File: config.mk
export PLATFORM = sky130hd
export DESIGN_NAME = voice_scheduler
export DESIGN_NICKNAME = d
export VERILOG_FILES = /design/src/rtl/voice_scheduler_pkg.sv /design/src/rtl/voice_alloc.sv /design/src/rtl/voice_scheduler.sv
export SDC_FILE = /design/constraint.sdc
export NUM_CORES = 1
export LEC_CHECK = 0
export BUFFER_PORTS_ARGS = -buffer_cell sky130_fd_sc_hd__buf_2
export CORE_UTILIZATION = 45
export DETAILED_ROUTE_END_ITERATION = 10
export SLEW_MARGIN = 15
export SYNTH_ARGS = -nofsm -noshare
export SYNTH_HDL_FRONTEND = slang
export SYNTH_SLANG_ARGS = --single-unit
File: constraint.sdc
create_clock -name clk_in -period 7.7 [get_ports clk_in]
set_clock_uncertainty 0.15 [all_clocks]
set_input_delay 1.54 -clock clk_in [delete_from_list [all_inputs] [get_ports clk_in]]
set_output_delay 1.54 -clock clk_in [all_outputs]
set_load 0.05 [all_outputs]
File: src/rtl/voice_scheduler_pkg.sv
// Shared synth constants and types for the voice scheduler slice.
// Widths here are the defaults the scheduler and its allocator are built with.
package voice_scheduler_pkg;

  localparam int unsigned SYNTH_PHASE_ACC_BITS = 32;
  localparam int unsigned SYNTH_WIDTH          = 24;
  localparam int unsigned VOICE_COUNT          = 8;
  localparam int unsigned VOICE_KEY_BITS       = 7;

  typedef struct packed {
    logic                            active;
    logic [VOICE_KEY_BITS-1:0]       key;
    logic [SYNTH_PHASE_ACC_BITS-1:0] incr;
    logic [SYNTH_PHASE_ACC_BITS-1:0] phase;
  } voice_t;

  typedef enum logic [1:0] {
    StIdle,
    StIssue,
    StWait,
    StDone
  } sched_state_t;

endpackage

File: src/rtl/voice_alloc.sv
// Combinational voice lookup: finds the active voice holding a key and the
// lowest-index inactive voice. Keys are unique among active voices.
module voice_alloc import voice_scheduler_pkg::*; #(
  parameter int unsigned NUM_VOICES = VOICE_COUNT,
  parameter int unsigned KEY_BITS   = VOICE_KEY_BITS,
  localparam int unsigned IDX_W     = $clog2(NUM_VOICES)
) (
  input  logic [NUM_VOICES-1:0]               active_in,
  input  logic [NUM_VOICES-1:0][KEY_BITS-1:0] keys_in,
  input  logic [KEY_BITS-1:0]                 key_in,
  output logic                                hit_out,
  output logic [IDX_W-1:0]                    hit_idx_out,
  output logic                                free_out,
  output logic [IDX_W-1:0]                    free_idx_out
);

  always_comb begin
    hit_out      = 1'b0;
    hit_idx_out  = '0;
    free_out     = 1'b0;
    free_idx_out = '0;
    for (int unsigned i = 0; i < NUM_VOICES; i++) begin
      if (!hit_out && active_in[i] && (keys_in[i] == key_in)) begin
        hit_out     = 1'b1;
        hit_idx_out = IDX_W'(i);
      end
      if (!free_out && !active_in[i]) begin
        free_out     = 1'b1;
        free_idx_out = IDX_W'(i);
      end
    end
  end

endmodule

File: src/rtl/voice_scheduler.sv
// Polyphonic voice scheduler: shares one oscillator lookup path among all
// active voices and produces one saturated mix sample per sample tick.
module voice_scheduler import voice_scheduler_pkg::*; #(
  parameter int unsigned NUM_VOICES   = VOICE_COUNT,
  parameter int unsigned PHASE_BITS   = SYNTH_PHASE_ACC_BITS,
  parameter int unsigned SAMPLE_WIDTH = SYNTH_WIDTH,
  parameter int unsigned KEY_BITS     = VOICE_KEY_BITS
) (
  input  logic                    clk_in,
  input  logic                    rst_in,
  input  logic                    sample_tick_in,
  input  logic                    note_on_in,
  input  logic                    note_off_in,
  input  logic [KEY_BITS-1:0]     note_key_in,
  input  logic [PHASE_BITS-1:0]   note_incr_in,
  output logic                    osc_req_out,
  output logic [PHASE_BITS-1:0]   osc_phase_out,
  input  logic                    osc_valid_in,
  input  logic [SAMPLE_WIDTH-1:0] osc_sample_in,
  output logic [SAMPLE_WIDTH-1:0] mix_out,
  output logic                    mix_valid_out,
  output logic [NUM_VOICES-1:0]   active_out,
  output logic                    voice_full_out,
  output logic                    tick_miss_out
);

  localparam int unsigned IDX_W = $clog2(NUM_VOICES);
  localparam int unsigned ACC_W = SAMPLE_WIDTH + IDX_W;

  sched_state_t                        state_q;
  logic [IDX_W-1:0]                    idx_q;
  logic signed [ACC_W-1:0]             acc_q;
  logic [NUM_VOICES-1:0]               active_q;
  logic [NUM_VOICES-1:0][KEY_BITS-1:0] key_q;
  logic [PHASE_BITS-1:0]               incr_q  [NUM_VOICES];
  logic [PHASE_BITS-1:0]               phase_q [NUM_VOICES];
  logic [SAMPLE_WIDTH-1:0]             mix_q;
  logic                                mix_valid_q;
  logic                                voice_full_q;
  logic                                tick_miss_q;

  logic                    hit;
  logic [IDX_W-1:0]        hit_idx;
  logic                    free;
  logic [IDX_W-1:0]        free_idx;
  logic                    last_voice;
  logic                    osc_req;
  logic signed [ACC_W-1:0] sample_ext;
  logic signed [ACC_W-1:0] acc_sum;
  logic signed [ACC_W-1:0] acc_final;
  logic [SAMPLE_WIDTH-1:0] acc_sat;
  logic                    on_claim;
  logic [IDX_W-1:0]        on_idx;
  logic                    on_full;

  voice_alloc #(
    .NUM_VOICES (NUM_VOICES),
    .KEY_BITS   (KEY_BITS)
  ) u_voice_alloc (
    .active_in    (active_q),
    .keys_in      (key_q),
    .key_in       (note_key_in),
    .hit_out      (hit),
    .hit_idx_out  (hit_idx),
    .free_out     (free),
    .free_idx_out (free_idx)
  );

  always_comb begin
    last_voice = (idx_q == IDX_W'(NUM_VOICES - 1));
    osc_req    = (state_q == StIssue) && active_q[idx_q];
    sample_ext = {{IDX_W{osc_sample_in[SAMPLE_WIDTH-1]}}, osc_sample_in};
    acc_sum    = acc_q + sample_ext;
    acc_final  = ((state_q == StWait) && osc_valid_in) ? acc_sum : acc_q;

    // Out of range when the bits above the sample's sign bit disagree with it.
    if (acc_final[ACC_W-1] && !(&acc_final[ACC_W-1:SAMPLE_WIDTH-1])) begin
      acc_sat = {1'b1, {(SAMPLE_WIDTH-1){1'b0}}};
    end else if (!acc_final[ACC_W-1] && (|acc_final[ACC_W-1:SAMPLE_WIDTH-1])) begin
      acc_sat = {1'b0, {(SAMPLE_WIDTH-1){1'b1}}};
    end else begin
      acc_sat = acc_final[SAMPLE_WIDTH-1:0];
    end

    // Off and on share the key, so a simultaneous off frees the hit voice;
    // the on then claims whichever of it and the lowest free voice is lower.
    on_claim = 1'b0;
    on_idx   = free_idx;
    on_full  = 1'b0;
    if (hit && !note_off_in) begin
      on_idx = hit_idx;
    end else if (hit) begin
      on_claim = 1'b1;
      on_idx   = (free && (free_idx < hit_idx)) ? free_idx : hit_idx;
    end else if (free) begin
      on_claim = 1'b1;
    end else begin
      on_full = 1'b1;
    end
  end

  always_ff @(posedge clk_in) begin
    if (rst_in) begin
      state_q      <= StIdle;
      idx_q        <= '0;
      acc_q        <= '0;
      active_q     <= '0;
      key_q        <= '0;
      for (int unsigned i = 0; i < NUM_VOICES; i++) begin
        incr_q[i]  <= '0;
        phase_q[i] <= '0;
      end
      mix_q        <= '0;
      mix_valid_q  <= 1'b0;
      voice_full_q <= 1'b0;
      tick_miss_q  <= 1'b0;
    end else begin
      mix_valid_q  <= 1'b0;
      voice_full_q <= 1'b0;
      tick_miss_q  <= sample_tick_in && (state_q != StIdle);

      unique case (state_q)
        StIdle: begin
          if (sample_tick_in) begin
            idx_q   <= '0;
            acc_q   <= '0;
            state_q <= StIssue;
          end
        end
        StIssue: begin
          if (active_q[idx_q]) begin
            phase_q[idx_q] <= phase_q[idx_q] + incr_q[idx_q];
            state_q        <= StWait;
          end else if (last_voice) begin
            mix_q       <= acc_sat;
            mix_valid_q <= 1'b1;
            state_q     <= StDone;
          end else begin
            idx_q <= idx_q + IDX_W'(1);
          end
        end
        StWait: begin
          if (osc_valid_in) begin
            acc_q <= acc_sum;
            if (last_voice) begin
              mix_q       <= acc_sat;
              mix_valid_q <= 1'b1;
              state_q     <= StDone;
            end else begin
              idx_q   <= idx_q + IDX_W'(1);
              state_q <= StIssue;
            end
          end
        end
        StDone: begin
          state_q <= StIdle;
        end
        default: begin
          state_q <= StIdle;
        end
      endcase

      // Note writes come last so a retrigger wins over a same-cycle phase advance.
      if (note_off_in && hit) begin
        active_q[hit_idx] <= 1'b0;
      end
      if (note_on_in) begin
        if (on_full) begin
          voice_full_q <= 1'b1;
        end else begin
          incr_q[on_idx]  <= note_incr_in;
          phase_q[on_idx] <= '0;
          if (on_claim) begin
            active_q[on_idx] <= 1'b1;
            key_q[on_idx]    <= note_key_in;
          end
        end
      end
    end
  end

  assign osc_req_out    = osc_req;
  assign osc_phase_out  = osc_req ? phase_q[idx_q] : '0;
  assign mix_out        = mix_q;
  assign mix_valid_out  = mix_valid_q;
  assign active_out     = active_q;
  assign voice_full_out = voice_full_q;
  assign tick_miss_out  = tick_miss_q;

endmodule

==> results list, run 1 <==
- The layer flagged by global routing as most heavily used is met2.
- The commonest cells after synthesis are 382 x sky130_fd_sc_hd__dfxtp_1, 296 x sky130_fd_sc_hd__and2_1, 287 x sky130_fd_sc_hd__nor2_1.
- Hold Vio Cnt, Final: 0
* Initial DRT Pass Iterations: 6
- Library cell used as clock root buffer: sky130_fd_sc_hd__clkbuf_16
- Buffers inserted during clock tree synthesis total 70.
* Fraction of the cycle the final worst path needs: 75.1%
- CTS HTree Levels: 3
- Final HPWL DP: 54.6 mm
- Using the TritonRoute via totals, the vias-per-cell ratio works out to 5.97.
- The number of setup buffers added after CTS is 0.
- Data arrives at the worst endpoint at 6140 ps.
- Global routing used 26.1% of the available tracks.
- The floorplan has between 90 and 100 rows.
* Power, Total: 8.84 mW
* Die height: 269 um
- The initial antenna violation count was 4.
* FF-to-FF setup slack: approximately 1900 ps
- The worst setup path is captured at a flip-flop.
- DIE AREA: 72200 sq um
- Clock-pin slew of the registers on the worst-case setup and hold paths: 60 ps
- Share of synthesized cell area in and, or, nand and nor gates: 19.1%
- Setup slack closes at 1920 ps.
* Final Routed Wirelength: between 90 and 100 mm
- Number of global-route vias before repair: approximately 24000
- The first global-routing pass estimated roughly 140 mm of wire.
- Core box area: 70100 sq um
* Power per Cell Area: 248 nW/um^2
- Fin Hold WS: 313 ps
- Power share of the combinational group: 18.4%
- The worst setup path is launched from a flip-flop.
- Grt met1 use: 34.1%
* Kind of path behind the tightest hold check: reg -> reg
- The max-slew violation count is 0.
* Worst Setup Path Type: reg -> reg
- Syn nets: 3199
* Resized Gates After CTS: 0
* Seq cells post-synth: 638
- After the first detailed-routing iteration, the DRC count stood at roughly 2200.
- Yosys synthesis warning count: 0
- Net switching is 28.9% of the power.
* Setup TNS after final layout: 0 ps
- Proportion of power drawn by flip-flops and latches: a little over two fifths
- The clock drives 638 sinks.
- Mux contribution to synthesized area: 13.1%
- The most used flip-flop cell after synthesis is sky130_fd_sc_hd__dfxtp_1.
* NetSw: 2.55 mW
* Total area of multi-input combinational cells: 15700 sq um
- Input and output buffers added on the ports amount to around 140.
* Setup Viol. Count Final: 0
- Summing the sequential cell areas from Yosys gives 47.9% of the chip area.
- Asr flop ratio synth: 0%
- Most common cell in the synthesized netlist: sky130_fd_sc_hd__dfxtp_1
- Outcome: complete, no violations
- Area grow syn2layout: 11.5%
* Highest clock rate: 0.173 GHz
- In this run the deepest clock path goes through 3 buffers.
* Reported leakage power: approximately 14 nW
- Number of top-level pins: roughly 140
- Max_cap viols: 0
* Post-Syn Area: 32000 sq um
- TritonCTS built the clock tree.
* Placed cell count: between 3000 and 4000
- The synthesized netlist devotes about 11% of its cell area to compound gates.
* Count of non-filler cells in the finished layout: 4089
- Cell internal power was estimated by the tool at 6.29 mW.
* Antenna-violating nets left: 0
- Initial core utilization: 45.6%
* Clock insertion delay at the later pin of the skew report: 620 ps
- Area used by sequential logic in the layout: 15300 sq um
- For the pin with the worst max-slew slack, the measured transition is 1280 ps.
- Final routed DRC violation total: 0
- The cell count after synthesis came out at 3066.
- Per-cell routed wire length: 23.1 um
- In this run the mean area of a mapped cell was 10.4 sq um.
- At the end of routability-driven placement, the weighted congestion stood at approximately 0.9.
- Buffers inserted to repair hold after CTS numbered 0.
- Largest cells by area after synthesis: sky130_fd_sc_hd__edfxtp_1 24%, sky130_fd_sc_hd__dfxtp_1 24%, sky130_fd_sc_hd__mux4_2 9.0%, sky130_fd_sc_hd__and2_1 5.8%, sky130_fd_sc_hd__nor2_1 3.4%
- Global routing consumed, on the met3 layer, 4.24% of the routing resources.
- Timing analysis after detailed placement gives a worst setup slack of between 1500 and 2000 ps.
- Critical path data required time: just over 8000 ps
- In this run the horizontal extent of the chip is roughly 270 um.
* Count of unique library cells instantiated by Yosys: 93
- The synthesized design devotes to its leading area cell type between 20 and 25% of total area.
- Final critical-path required period: 5780 ps
- Total Nets Final: 3224
- Filler cells: ~6300
- The clock network accounts for 39.4% of the total power.
- After synthesis, the largest family of logic cells by area is simple AND/OR/NAND/NOR gates.
- Setup repair after global routing left no endpoint under its margin.
- Maximum fanout along the worst path: 38
* Post-Synth XOR/XNOR Area: approximately 2.8%
* Adder-cell share of the synthesized area: ~2.5%
- Count of flip-flops with a built-in enable after synthesis: between 200 and 300
* Congestion Overflow GR: 0
* Routed via count: ~24000
- IR analysis of the VDD net gives a maximum drop of 137 uV.
- Layout cells sized above 1: around 18%
- The biggest area contributor in the post-synthesis netlist is sky130_fd_sc_hd__edfxtp_1.
- Headroom to the max-slew limit came out at between 10% and 20%.
- Entering global routing, the biggest net connects 143 pins.
* Fraction of met2 tracks used by global routing: around 43%
==> path summary, 6_finish.rpt <==
path	from	to	depth (start not counted)
setup / recovery	flip-flop	phase_q[5][31]	14
hold / removal	phase_q[7][2]	phase_q[7][2]	2
setup reg to reg	flip-flop	phase_q[5][31]	14
hold reg to reg	phase_q[7][2]	phase_q[7][2]	2
==> cells in the final DEF, fill, tap and decap left out, types with 25 or more instances in the layout <==
| cell | n |
|---|---|
| sky130_fd_sc_hd__dfxtp_1 | 379 |
| sky130_fd_sc_hd__nand3b_1 | 25 |
| sky130_fd_sc_hd__a22oi_1 | 25 |
| sky130_fd_sc_hd__a21oi_1 | 205 |
| sky130_fd_sc_hd__nor2_1 | 287 |
| sky130_fd_sc_hd__o21a_1 | 27 |
| sky130_fd_sc_hd__and2_1 | 296 |
| sky130_fd_sc_hd__mux4_2 | 128 |
| sky130_fd_sc_hd__a31oi_1 | 104 |
| sky130_fd_sc_hd__mux2_2 | 63 |
| sky130_fd_sc_hd__buf_2 | 136 |
| sky130_fd_sc_hd__xnor2_1 | 67 |
| sky130_fd_sc_hd__nor3_1 | 41 |
| sky130_fd_sc_hd__nand2_1 | 280 |
| sky130_fd_sc_hd__clkbuf_16 | 75 |
| sky130_fd_sc_hd__mux2i_1 | 59 |
| sky130_fd_sc_hd__xor2_1 | 37 |
| sky130_fd_sc_hd__a21o_1 | 27 |
| sky130_fd_sc_hd__edfxtp_1 | 256 |
| sky130_fd_sc_hd__ha_1 | 62 |
| sky130_fd_sc_hd__o21ai_0 | 44 |
| sky130_fd_sc_hd__buf_4 | 35 |
| sky130_fd_sc_hd__nand3_1 | 175 |
==> worst max-delay path, cell delays in order, from the launching register on <==
cell                       delay (ps)
sky130_fd_sc_hd__dfxtp_4          840
sky130_fd_sc_hd__buf_12           390
sky130_fd_sc_hd__mux4_2           560
sky130_fd_sc_hd__mux2_2           340
sky130_fd_sc_hd__ha_1             320
sky130_fd_sc_hd__a211oi_1         380
sky130_fd_sc_hd__o211ai_1         220
sky130_fd_sc_hd__a221oi_1         600
sky130_fd_sc_hd__or3_1            240
sky130_fd_sc_hd__a31oi_1          200
sky130_fd_sc_hd__a21oi_1          450
sky130_fd_sc_hd__nor4_1           100
sky130_fd_sc_hd__a41oi_1          550
sky130_fd_sc_hd__nand3_1          160
sky130_fd_sc_hd__a21oi_1          160
==> logic make-up (layout without fill, tap and decap cells) <==
group,count (synthesis),after routing
buffers and inverters,247,328
other,0,2
flip-flops,638,638
adder cells (fa/ha/maj),64,64
AND/OR/NAND/NOR,1221,1221
XOR/XNOR,104,104
AO/OA/AOI/OAI,541,541
multiplexers,251,251
==> sequential cells by signal (all words and copies together), names as in the netlist, named ones only <==
name            cells
incr_q            256
phase_q           256
key_q              56
acc_q              27
mix_out            24
active_out          8
idx_q               3
state_q             2
mix_valid_out       1
tick_miss_out       1
voice_full_out      1
==> power by group through the flow <==
| stage | registers (mW) | logic [mW] | clock network (mW) |
|---|---|---|---|
| floorplan | 3.71 | 1.21 | 0 |
| global placement | 3.79 | 1.59 | 0 |
| detailed placement | 3.80 | 1.61 | 0 |
| CTS | 3.73 | 1.62 | 3.53 |
| global route | 3.74 | 1.75 | 3.66 |
| finish | 3.72 | 1.63 | 3.49 |
==> per-layer routing <==
metal  share of wire (%)  wire length, um
met1                  42            39500
met2                  48            45500
met3                 6.9             6520
met4                 3.3             3080
met5               0.041               39
==> layout make-up <==
cell class | instances | area share, %
clock buffers | 98 | 5.81
repair buffers | 175 | 2.84
clock inverters | 30 | 0.856
multi-input cells | 2181 | 43.9
flip-flops and latches | 638 | 43.0
diodes | 2 | 0.0140
well taps | 940 | 3.30
inverters | 25 | 0.284
==> through the flow <==
step           area (sq um)  utilization, %
3_3_place_gp          33300            47.4
6_report              35700            50.9
2_1_floorplan         32000               -
3_5_place_dp          33300            47.4
5_1_grt               35700            50.8
4_1_cts               35700            50.8
Power figures use the tool's default switching activity.
==> run 2, diff against run 1 <==
--- a/config.mk
+++ b/config.mk
@@ -5,6 +5,7 @@
 export SDC_FILE = /design/constraint.sdc
 export NUM_CORES = 1
 export LEC_CHECK = 0
+export ABC_AREA = 1
 export BUFFER_PORTS_ARGS = -buffer_cell sky130_fd_sc_hd__buf_2
 export CORE_UTILIZATION = 45
 export DETAILED_ROUTE_END_ITERATION = 10
==> constraint.sdc (replaced) <==
create_clock -name clk_in -period 5.5 [get_ports clk_in]
set_clock_uncertainty 0.15 [all_clocks]
set_input_delay 1.1 -clock clk_in [delete_from_list [all_inputs] [get_ports clk_in]]
set_output_delay 1.1 -clock clk_in [all_outputs]
set_load 0.05 [all_outputs]
==> run 2 against run 1 <==
  * Worst setup slack worse by 1200 ps
  * Combinational power rose to 4.5 times the previous value
  * Die area up 3.1%
  * Fmax up 20%
  * Via count up 22%
  * Cell count up 32%
  * Count of clock-buffer cells in the layout up 4
  * Largest cell class is now registers
  * Highest routed layer unchanged
==> results list, run 2 <==
* Outcome: complete, no violations
- The routability congestion estimate came to 0.909 (+2.1%).
- Placement Cell Area: 34500 sq um (+3.8%)
- Grt met1 use: 39.6% (+5.5 points)
- Congestion Overflow GR: 0 (unchanged)
- Total non-filler cell area in the finished layout: 36900 sq um (+3.5%)
- Initial core utilization: 45.8% (+0.17 points)
- The mean area per synthesized cell is 7.61 sq um (-27%).
* TritonCTS clock tree: built
- Endpoint kind of the worst setup timing path: flip-flop
- Hold buffer count at cts: 0 (unchanged)
* Leading cell types by count after synthesis: 852 x sky130_fd_sc_hd__nor2_1, 794 x sky130_fd_sc_hd__nand2_1, 420 x sky130_fd_sc_hd__a21oi_1
- Post-Syn Area: 33000 sq um (+3.2%)
- The highest clock rate came to 0.207 GHz (+20%).
- Fraction of the cycle the final worst path needs: 87.8% (+13 points)
- Die Width: 273 um (+1.6%)
- Maximum VDD drop: 314 uV (+130%)
- The total negative slack for setup checks is 0 ps (unchanged).
* Number of cells produced by synthesis: 4339 (+42%)
- Yosys synthesis warning count: 0 (unchanged)
- Kind of path behind the tightest hold check: reg -> reg
- Placement-stage worst setup slack: 688 ps (-1190 ps)
- The total via count after detailed routing came to 29700 (+22%).
- Clock insertion delay at the later pin of the skew report: 630 ps (about the same)
- Crit start category: flip-flop
- Final HPWL DP: 68.7 mm (+26%)
* Core box area: 72100 sq um (+2.8%)
* Final critical-path required period: 4830 ps (-953 ps)
- Final critical-path setup slack: 670 ps (-1250 ps)
* Largest cells by area after synthesis: sky130_fd_sc_hd__edfxtp_1 23%, sky130_fd_sc_hd__dfxtp_1 23%, sky130_fd_sc_hd__nor2_1 9.7%, sky130_fd_sc_hd__nand2_1 9.0%, sky130_fd_sc_hd__a21oi_1 6.4%
- Power, Total: 17.5 mW (+98%)
* Max_cap viols: 0 (unchanged)
* Max Root-Sink Buffers: 3 (unchanged)
- Util after Layout: 51.2% (+0.35 points)
* # clock sinks: 638 (unchanged)
* Primary FF master, synth: sky130_fd_sc_hd__dfxtp_1
- The number of synthesized register bits came to 638 (unchanged).
* Critical path data required time: 5900 ps (-2160 ps)
- Of all cell types, the one taking the most synthesized area is sky130_fd_sc_hd__edfxtp_1.
- Number of post-CTS setup repair buffers: 0 (unchanged)
* DIE AREA: 74500 sq um (+3.1%)
- Reported leakage power: 14.7 nW (+6.7%)
* Routing layer with the top usage in global route: met2
- Clock-pin slew of the registers on the worst-case setup and hold paths: 60 ps (about the same)
- Placed cell count: 5254 (+33%)
- Leaving out fill and tap cells, the most frequent cell in the layout is sky130_fd_sc_hd__nor2_1.
* PortBufs: 136 (unchanged)
- The routed wirelength normalized by instance count came to 19.8 um (-14%).
* Layout cells sized above 1: 11.1% (-6.4 points)
- The data arrival time of the critical path came to 5230 ps (-910 ps).
- Setup Viol. Count Final: 0 (unchanged)
* Synth top area share: 23.3% (-0.74 points)
- The chip height was 273 um (+1.6%).
- The iteration-0 DRC count of the detailed router was 2857 (+29%).
- Number of diodes: 0 (-2)
- The I/O pin total came to 137 (unchanged).
* Worst Setup Path Type: reg -> reg
- Number of global-route vias before repair: 27300 (+15%)
- Setup repair after global routing missed its margin: no
- Total Nets Final: 4512 (+40%)
* Fraction of met2 tracks used by global routing: 45.0% (+1.8 points)
* Fin Hold WS: 305 ps (-8.27 ps)
- Resized Gates After CTS: 0 (unchanged)
* Library cell used as clock root buffer: sky130_fd_sc_hd__clkbuf_16
- The number of distinct library cell variants in the gate-level netlist after synthesis is 55 (-41%).
* Top Registers: incr_q (256), phase_q (256), key_q (56)
- The largest fanout on the critical path is 48 (+26%).
- Area grow syn2layout: 11.8%
* Worst-margin pin slew: 1000 ps (-273 ps)
- Final Routed Wirelength: 107 mm (+13%)
- The library cells used most frequently in the layout, excluding fill and tap cells, are 847 x sky130_fd_sc_hd__nor2_1, 786 x sky130_fd_sc_hd__nand2_1, 420 x sky130_fd_sc_hd__a21oi_1, 379 x sky130_fd_sc_hd__dfxtp_1, 323 x sky130_fd_sc_hd__o21ai_0.
- The count of placed standard cells in the final layout, fillers left out came to 5386 (+32%).
- Hold Vio Cnt, Final: 0 (unchanged)
- Count of flip-flops with a built-in enable after synthesis: 256 (unchanged)
* Relative slew slack: 33.1% (+18 points)
- Average via count per standard cell: 5.51 (-7.6%)
- Asr flop ratio synth: 0% (unchanged)
* GR Layer Usage met3: 3.79% (-0.45 points)
* Most common cell in the synthesized netlist: sky130_fd_sc_hd__nor2_1
* TritonCTS Buffers: 73 (+4.3%)
* Max-slew violation total from the final report: 0 (unchanged)
- The largest net degree at the start of global routing came to 82 (-43%).
- The H-tree level count was 3 (unchanged).
- Syn nets: 4472 (+40%)
* Number of antenna violations at the first check in global routing: 2 (-2)
* Power per Cell Area: 475 nW/um^2 (+92%)
- The cell row count was 98 (+1.0%).
- Global Route Usage Sum: 28.2% (+2.1 points)
- Post-synthesis sequential area ratio: 46.4% (-1.5 points)
- The iteration count of the initial detailed-routing pass is 5 (-1).
- Antenna-violating nets left: 0 (unchanged)
- Global-route wire length before repair: 163 mm (+14%)
- Final routed DRC violation total: 0 (unchanged)
[run 2: changes by cell type in the layout (fill, tap and decap cells not counted), sizes merged, moves of 58 or more]
| cell | change |
|---|---|
| inv | +321 |
| mux4 | -128 |
| o22ai | +119 |
| nand3 | -63 |
| nand2 | +530 |
| mux2 | -64 |
| and2 | -295 |
| or2 | +74 |
| a31oi | -69 |
| mux2i | -58 |
| o21ai | +281 |
| nor2 | +592 |
| a21oi | +214 |
[run 2: report_power, final]
group / switching, mW / leakage, nW / total (mW) / internal (mW)
Sequential: 0.171 / 5.73 / 5.26 / 5.09
Clock: 2.03 / 1.16 / 4.90 / 2.87
Combinational: 5.33 / 7.84 / 7.38 / 2.05
Total: 7.53 / 14.7 / 17.5 / 10.0
[run 2: worst paths after layout]
check,start,to,slack (ps),cells after the start
max,flip-flop,phase_q[7][15],670,23
min,phase_q[7][24],phase_q[7][24],310,2
max reg2reg,flip-flop,phase_q[7][15],670,23
min reg2reg,phase_q[7][24],phase_q[7][24],310,2
[run 2: cell families (layout without fill, tap and decap cells)]
group,Yosys count,count (layout),share of synthesized area (%)
adder cells (fa/ha/maj),64,64,2.47
XOR/XNOR,54,54,1.43
buffers and inverters,610,707,7.84
AND/OR/NAND/NOR,2010,2010,26.1
multiplexers,1,1,0.0303
AO/OA/AOI/OAI,962,962,15.7
flip-flops,638,638,46.4
[run 2: cell type report]
cell class | instances | area, sq um
multi-input combinational | 3091 | 15200
sequential | 638 | 15300
inverter | 354 | 1350
clock inverter | 30 | 308
clock buffer | 102 | 2070
timing repair buffer | 221 | 1490
fill | 7135 | 35200
tap | 950 | 1190
[run 2: critical path, stage by stage (launching register included)]
cell and delay, ps:
sky130_fd_sc_hd__dfxtp_4 460, sky130_fd_sc_hd__inv_4 480, sky130_fd_sc_hd__o21ai_0 190, sky130_fd_sc_hd__o22ai_1 240, sky130_fd_sc_hd__nor2_1 90, sky130_fd_sc_hd__a31oi_1 270, sky130_fd_sc_hd__ha_1 330, sky130_fd_sc_hd__a21oi_1 140
sky130_fd_sc_hd__nand2_1 100, sky130_fd_sc_hd__a21oi_1 320, sky130_fd_sc_hd__o21ai_0 250, sky130_fd_sc_hd__nand2_1 110, sky130_fd_sc_hd__nand2_1 50, sky130_fd_sc_hd__nand2_1 50, sky130_fd_sc_hd__nand2_1 90, sky130_fd_sc_hd__nand2_1 70
sky130_fd_sc_hd__nand2_1 80, sky130_fd_sc_hd__nand2_1 70, sky130_fd_sc_hd__nand2_1 70, sky130_fd_sc_hd__nand2_1 80, sky130_fd_sc_hd__nand2_1 100, sky130_fd_sc_hd__xor2_1 650, sky130_fd_sc_hd__nand2_1 110, sky130_fd_sc_hd__a21oi_1 170
[run 2: metal layers]
layer  wire length (um)  part of all wire, %
met4               2740                  2.6
met5                 27                0.025
met3               7290                  6.8
met2              48600                   45
met1              48200                   45
